==> src/rtl/cache.sv <==
// Direct-mapped write-through, write-allocate byte cache: 8 lines x 4 bytes, 8-bit address.
// Latency: read hit -> PRead_ready 1 cycle after the request is sampled; misses add the memory fetch time.
// Backpressure: every handshake is level request / registered ready; memory may stall indefinitely by holding ready low.
//
// Ports:
//   clk, rst           clock, asynchronous active-low reset
//   PRead_*, PWrite_*  processor byte port (PAddress/PWrite_data latched when the request is accepted)
//   MRead_*, MWrite_*  memory line port (32-bit lines, byte k at [8k+7:8k]); MAddress is line aligned
module cache (
   input  logic        clk,
   input  logic        rst,
   input  logic        PRead_request,
   output logic        PRead_ready,
   output logic [7:0]  PRead_data,
   input  logic [7:0]  PAddress,
   input  logic        PWrite_request,
   output logic        PWrite_ready,
   input  logic [7:0]  PWrite_data,
   output logic        MRead_request,
   input  logic        MRead_ready,
   input  logic [31:0] MRead_data,
   output logic [7:0]  MAddress,
   output logic        MWrite_request,
   input  logic        MWrite_ready,
   output logic [31:0] MWrite_data
);

   typedef enum logic [2:0] {
      IDLE,
      FETCH,
      WRITE_MEM,
      READ_DONE,
      WRITE_DONE
   } state_t;

   state_t      state;
   logic [7:0]  valid;
   logic [2:0]  tag_mem  [8];
   logic [31:0] data_mem [8];

   // Request captured at acceptance in IDLE; later PAddress/PWrite_data changes are ignored.
   logic [7:0]  req_addr;
   logic [7:0]  req_wdata;
   logic        req_write;

   logic [2:0]  p_index;
   logic        p_hit;
   logic [31:0] p_merged;
   logic [2:0]  r_index;
   logic [31:0] f_merged;

   function automatic logic [31:0] merge_byte(input logic [31:0] line, input logic [1:0] off,
                                              input logic [7:0] b);
      logic [31:0] r;
      r = line;
      r[{off, 3'b000} +: 8] = b;
      return r;
   endfunction

   function automatic logic [7:0] pick_byte(input logic [31:0] line, input logic [1:0] off);
      return line[{off, 3'b000} +: 8];
   endfunction

   // IDLE looks up the live address; FETCH works from the captured one.
   assign p_index  = PAddress[4:2];
   assign p_hit    = valid[p_index] && (tag_mem[p_index] == PAddress[7:5]);
   assign p_merged = merge_byte(data_mem[p_index], PAddress[1:0], PWrite_data);
   assign r_index  = req_addr[4:2];
   assign f_merged = merge_byte(MRead_data, req_addr[1:0], req_wdata);

   always_ff @(posedge clk or negedge rst) begin
      if (!rst) begin
         state          <= IDLE;
         valid          <= '0;
         for (int i = 0; i < 8; i++) begin
            tag_mem[i]  <= '0;
            data_mem[i] <= '0;
         end
         req_addr       <= '0;
         req_wdata      <= '0;
         req_write      <= 1'b0;
         PRead_ready    <= 1'b0;
         PRead_data     <= '0;
         PWrite_ready   <= 1'b0;
         MRead_request  <= 1'b0;
         MWrite_request <= 1'b0;
         MAddress       <= '0;
         MWrite_data    <= '0;
      end else begin
         case (state)
            IDLE: begin
               // Read wins when both requests are raised together.
               if (PRead_request) begin
                  req_addr  <= PAddress;
                  req_write <= 1'b0;
                  if (p_hit) begin
                     PRead_data  <= pick_byte(data_mem[p_index], PAddress[1:0]);
                     PRead_ready <= 1'b1;
                     state       <= READ_DONE;
                  end else begin
                     MAddress      <= {PAddress[7:2], 2'b00};
                     MRead_request <= 1'b1;
                     state         <= FETCH;
                  end
               end else if (PWrite_request) begin
                  req_addr  <= PAddress;
                  req_wdata <= PWrite_data;
                  req_write <= 1'b1;
                  MAddress  <= {PAddress[7:2], 2'b00};
                  if (p_hit) begin
                     data_mem[p_index] <= p_merged;
                     MWrite_data       <= p_merged;
                     MWrite_request    <= 1'b1;
                     state             <= WRITE_MEM;
                  end else begin
                     MRead_request <= 1'b1;
                     state         <= FETCH;
                  end
               end
            end
            FETCH: begin
               if (MRead_ready) begin
                  MRead_request    <= 1'b0;
                  valid[r_index]   <= 1'b1;
                  tag_mem[r_index] <= req_addr[7:5];
                  if (req_write) begin
                     // Allocate then write through: the merged line goes both ways.
                     data_mem[r_index] <= f_merged;
                     MWrite_data       <= f_merged;
                     MWrite_request    <= 1'b1;
                     state             <= WRITE_MEM;
                  end else begin
                     data_mem[r_index] <= MRead_data;
                     PRead_data        <= pick_byte(MRead_data, req_addr[1:0]);
                     PRead_ready       <= 1'b1;
                     state             <= READ_DONE;
                  end
               end
            end
            WRITE_MEM: begin
               if (MWrite_ready) begin
                  MWrite_request <= 1'b0;
                  PWrite_ready   <= 1'b1;
                  state          <= WRITE_DONE;
               end
            end
            READ_DONE: begin
               if (!PRead_request) begin
                  PRead_ready <= 1'b0;
                  state       <= IDLE;
               end
            end
            WRITE_DONE: begin
               if (!PWrite_request) begin
                  PWrite_ready <= 1'b0;
                  state        <= IDLE;
               end
            end
            default: state <= IDLE;
         endcase
      end
   end

endmodule

==> config.mk <==
export PLATFORM = sky130hd
export DESIGN_NAME = cache
export DESIGN_NICKNAME = d
export VERILOG_FILES = /design/src/rtl/cache.sv
export SDC_FILE = /design/constraint.sdc
export NUM_CORES = 1
export LEC_CHECK = 0
export CAP_MARGIN = 0
export CORE_UTILIZATION = 65
export CTS_CLUSTER_SIZE = 12
export DETAILED_ROUTE_END_ITERATION = 7
export PLACE_DENSITY = 0.85
export SYNTH_ARGS = -nofsm -noshare
export SYNTH_HDL_FRONTEND = slang
export SYNTH_SLANG_ARGS = --single-unit
==> constraint.sdc <==
create_clock -name clk -period 8.5 [get_ports clk]
set_input_delay 1.7 -clock clk [delete_from_list [all_inputs] [get_ports clk]]
set_output_delay 1.7 -clock clk [all_outputs]
set_load 0.01 [all_outputs]
==> impl_metrics.py <==
metrics = {
    "worst_setup_path": {
        "crit_path_max_incr_delay_ns": 1.00,
        "cp.arrival_ns": 5.84,
        "startpoint_type": "input pin",
        "crit_fanout": 49,
        "crit_chain": "buf_4 -> nor2b_1 -> a22o_1 -> o21a_1 -> o221ai_2 -> buf_4 -> o21ai_1 -> mux2_2",
        "cpMostUsedCell": "buf_4",
        "worstPathRequired_ns": 8.94,
        "crit_type": "in2reg",
        "cpMaxStageDelayCell": "o21ai_1",
        "cp-end-kind": "flip-flop",
        "crit_buf_inv": 2,
        "critPathTopFamily": "compound AO/OA/AOI/OAI gates",
    },
    "logic_synthesis": {
        "synth_seq_area_share": 0.4210,
        "ys_seq_elements": 358,
        "synth.distinct_cells": 80,
        "ys_top_cells_by_area": "dfrtp_1 (42%), a22o_1 (6.1%), mux2_2 (5.6%)",
        "syn_area_sq_mm": 0.02128,
        "yosysWarnings": 0,
        "synth_edf_count": 0,
        "synth-main-ff-cell": "dfrtp_1",
        "synth_cells": 1953,
        "synth.avg_cell_area_sq_um": 10.89,
        "synth.top_cell.area_share": 0.4210,
        "yosysTopAreaCell": "dfrtp_1",
        "async_flop_share": 1.000,
    },
    "detailed_routing": {
        "routedWlPerCell_um": 33.10,
        "drc": 12,
        "drt-pass1-iter-count": 8,
        "routed-via-count": 19090,
        "postRouteAntennaNets": 0,
        "via_per_inst": 7.945,
        "drt_iter0_markers": 3362,
        "postRouteWirelength_mm": 79.54,
    },
    "floorplan": {
        "die_area_sq_mm": 0.03346,
        "die_h_um": 182.9,
        "start_util": 0.6674,
        "io_pins": 106,
        "core_sq_mm": 0.03188,
        "fp.dieW_um": 182.9,
        "rows": 65,
    },
    "sta": {
        "slew_viol_final": 0,
        "final_period_minus_worst_setup_slack_ns": 5.405,
        "maxSlewHeadroom": 0.02914,
        "worstMarginPinSlew_ns": 1.456,
        "final-hold-violation-count": 0,
        "fin_crit_sh": 0.6359,
        "skew_ns": 0.01660,
        "tns_ns": 0,
        "hold_ws_ns": 0.4682,
        "setup_viol": 0,
        "clock.fmax_mhz": 185.0,
        "grt_setup_unrepaired": "no",
    },
    "power_and_ir_drop": {
        "ir_drop_uv": 303.3,
        "p_leak_nw": 9.821,
        "power_density_mw_per_mm2": 335.8,
    },
    "outcome": {
        "violations": "design-rule violations",
        "status": "complete, but fails checks",
    },
    "global_route": {
        "grt_max_degree": 176,
        "overflow": 0,
        "antenna_found_initial": 3,
        "grt_first_pass_wirelength_mm": 119.2,
        "grt_pass1_vias": 18850,
        "grt_use_total": 0.4793,
    },
    "clock_tree": {
        "numCtsBuffers": 40,
        "cts_tree": "yes",
        "clk_latency_ns": 0.56,
        "clk_pin_slew_ns": 0.06,
        "clockBufferDepth": 3,
        "cts.sinks": 358,
        "post-cts-setup-buffers": 0,
        "cts-root-buf": "clkbuf_16",
        "htreeDepth": 2,
        "ctsHoldBuffers": 0,
        "ctsResizeCount": 0,
    },
    "layout": {
        "drive_gt1_frac": 0.1754,
        "layout_commonest_cell": "dfrtp_1",
        "final_area_sq_mm": 0.02339,
        "syn2layout_area_growth_pct": 9.920,
        "finalNetCount": 2004,
        "mostFrequentLayoutCells": "dfrtp_1 (358), a22o_1 (149), a22oi_1 (145), nand2_1 (126), mux2_2 (105)",
    },
    "flow_run": {
        "cap_violations": 0,
    },
    "place": {
        "hpwl_mm": 51.55,
        "dpl_cell_area_sq_mm": 0.02211,
        "port_buffers": 103,
        "place_congestion": 1.028,
    },
    "min_path": {
        "hp-class": "reg2reg",
    },
}
cells by family after synthesis:
| family | after synthesis | synth area share |
|---|---|---|
| adders and majority gates | 10 | 0.005880 |
| muxes | 240 | 0.1421 |
| AOI/OAI and AO/OA | 742 | 0.2880 |
| other | 1 | 0.0001762 |
| and+or+nand+nor | 365 | 0.08297 |
| buffers and inverters | 235 | 0.05898 |
| DFF | 358 | 0.4210 |
| xor gates and xnor gates | 2 | 0.0008234 |
sequential cells by signal, summed over array words and instances, names as in the netlist, 3 cells and up:
name and count:
MAddress 6, MWrite_data 32, PRead_data 8, data_mem 256
req_addr 8, req_wdata 8, state 3, tag_mem 24
valid 8
worst paths after layout:
path	from	endpoint	slack (ns)	cells past startpoint
setup / recovery	PAddress[3]	MWrite_data[3]	3.09	8
hold / removal	valid[0]	valid[0]	0.47	1
setup reg to reg	state[0]	data_mem[187]	4.29	7
hold reg to reg	valid[0]	valid[0]	0.47	1
max in group asynchronous	rst	data_mem[113]	5.76	2
min in group asynchronous	rst	PRead_data[3]	1.15	1
per-layer routing:
metal	track usage	vias to the layer above	wire [um]
met5	0	-	10
met4	0.3167	2	6212
met3	0.1483	444	11120
met2	0.6876	1672	33680
met1	0.6270	9439	28510
li1	-	7536	-
layout make-up:
class | instances | area (sq um)
clock buffer | 62 | 1185
antenna | 1 | 2.502
fill | 2235 | 8492
inverter | 32 | 120.1
multi-input combinational | 1361 | 11120
tap | 435 | 544.3
sequential | 358 | 8959
timing repair buffer | 147 | 1369
clock inverter | 7 | 87.58
stage by stage:
step | utilization | power [W] | std cells | setup WS, ns
2_1_floorplan | - | 0.004833 | 1954 | 4.674
3_3_place_gp | 0.6936 | 0.005871 | 2333 | 2.738
3_5_place_dp | 0.6936 | 0.005971 | 2333 | 2.692
4_1_cts | 0.7336 | 0.007703 | 2402 | 3.241
5_1_grt | 0.7336 | 0.008097 | 2403 | 3.000
6_report | 0.7336 | 0.007855 | 2403 | 3.095
power by group:
group | internal (W) | total, W | leakage [nW] | switching [W]
sequential | 0.00233 | 0.00285 | 4.68 | 0.000520
clock | 0.00101 | 0.00173 | 0.622 | 0.000716
combinational | 0.00133 | 0.00328 | 4.52 | 0.00195
synth_stat cells, types with 9 or more instances:
library cell	instances
nor3_1	10
buf_4	34
clkbuf_1	95
nand3_1	30
a21oi_1	64
buf_2	43
mux2_2	105
o21ai_1	23
ha_1	10
mux2_1	42
a211o_1	14
nand2b_1	9
a22oi_1	145
nor2_1	94
o211ai_1	23
o2bb2ai_2	50
nor2b_1	12
a221oi_1	25
a22o_1	149
o22ai_1	78
o2bb2ai_1	60
dfrtp_1	358
and3_1	10
o21ai_0	24
mux4_2	33
or2_2	9
nand2_1	126
inv_1	29
and2_1	16
mux2i_1	55
buf_6	18
worst register-to-register path, delay by kind of cell, from the launching register on:
kind                   cells  cell delay [ns]
AND/OR/NAND/NOR            2             1.09
multiplexers               1             0.37
buffers and inverters      2             0.82
flip-flops                 1             0.58
AO/OA/AOI/OAI              2             1.23
(Power assumes the default switching activity.)
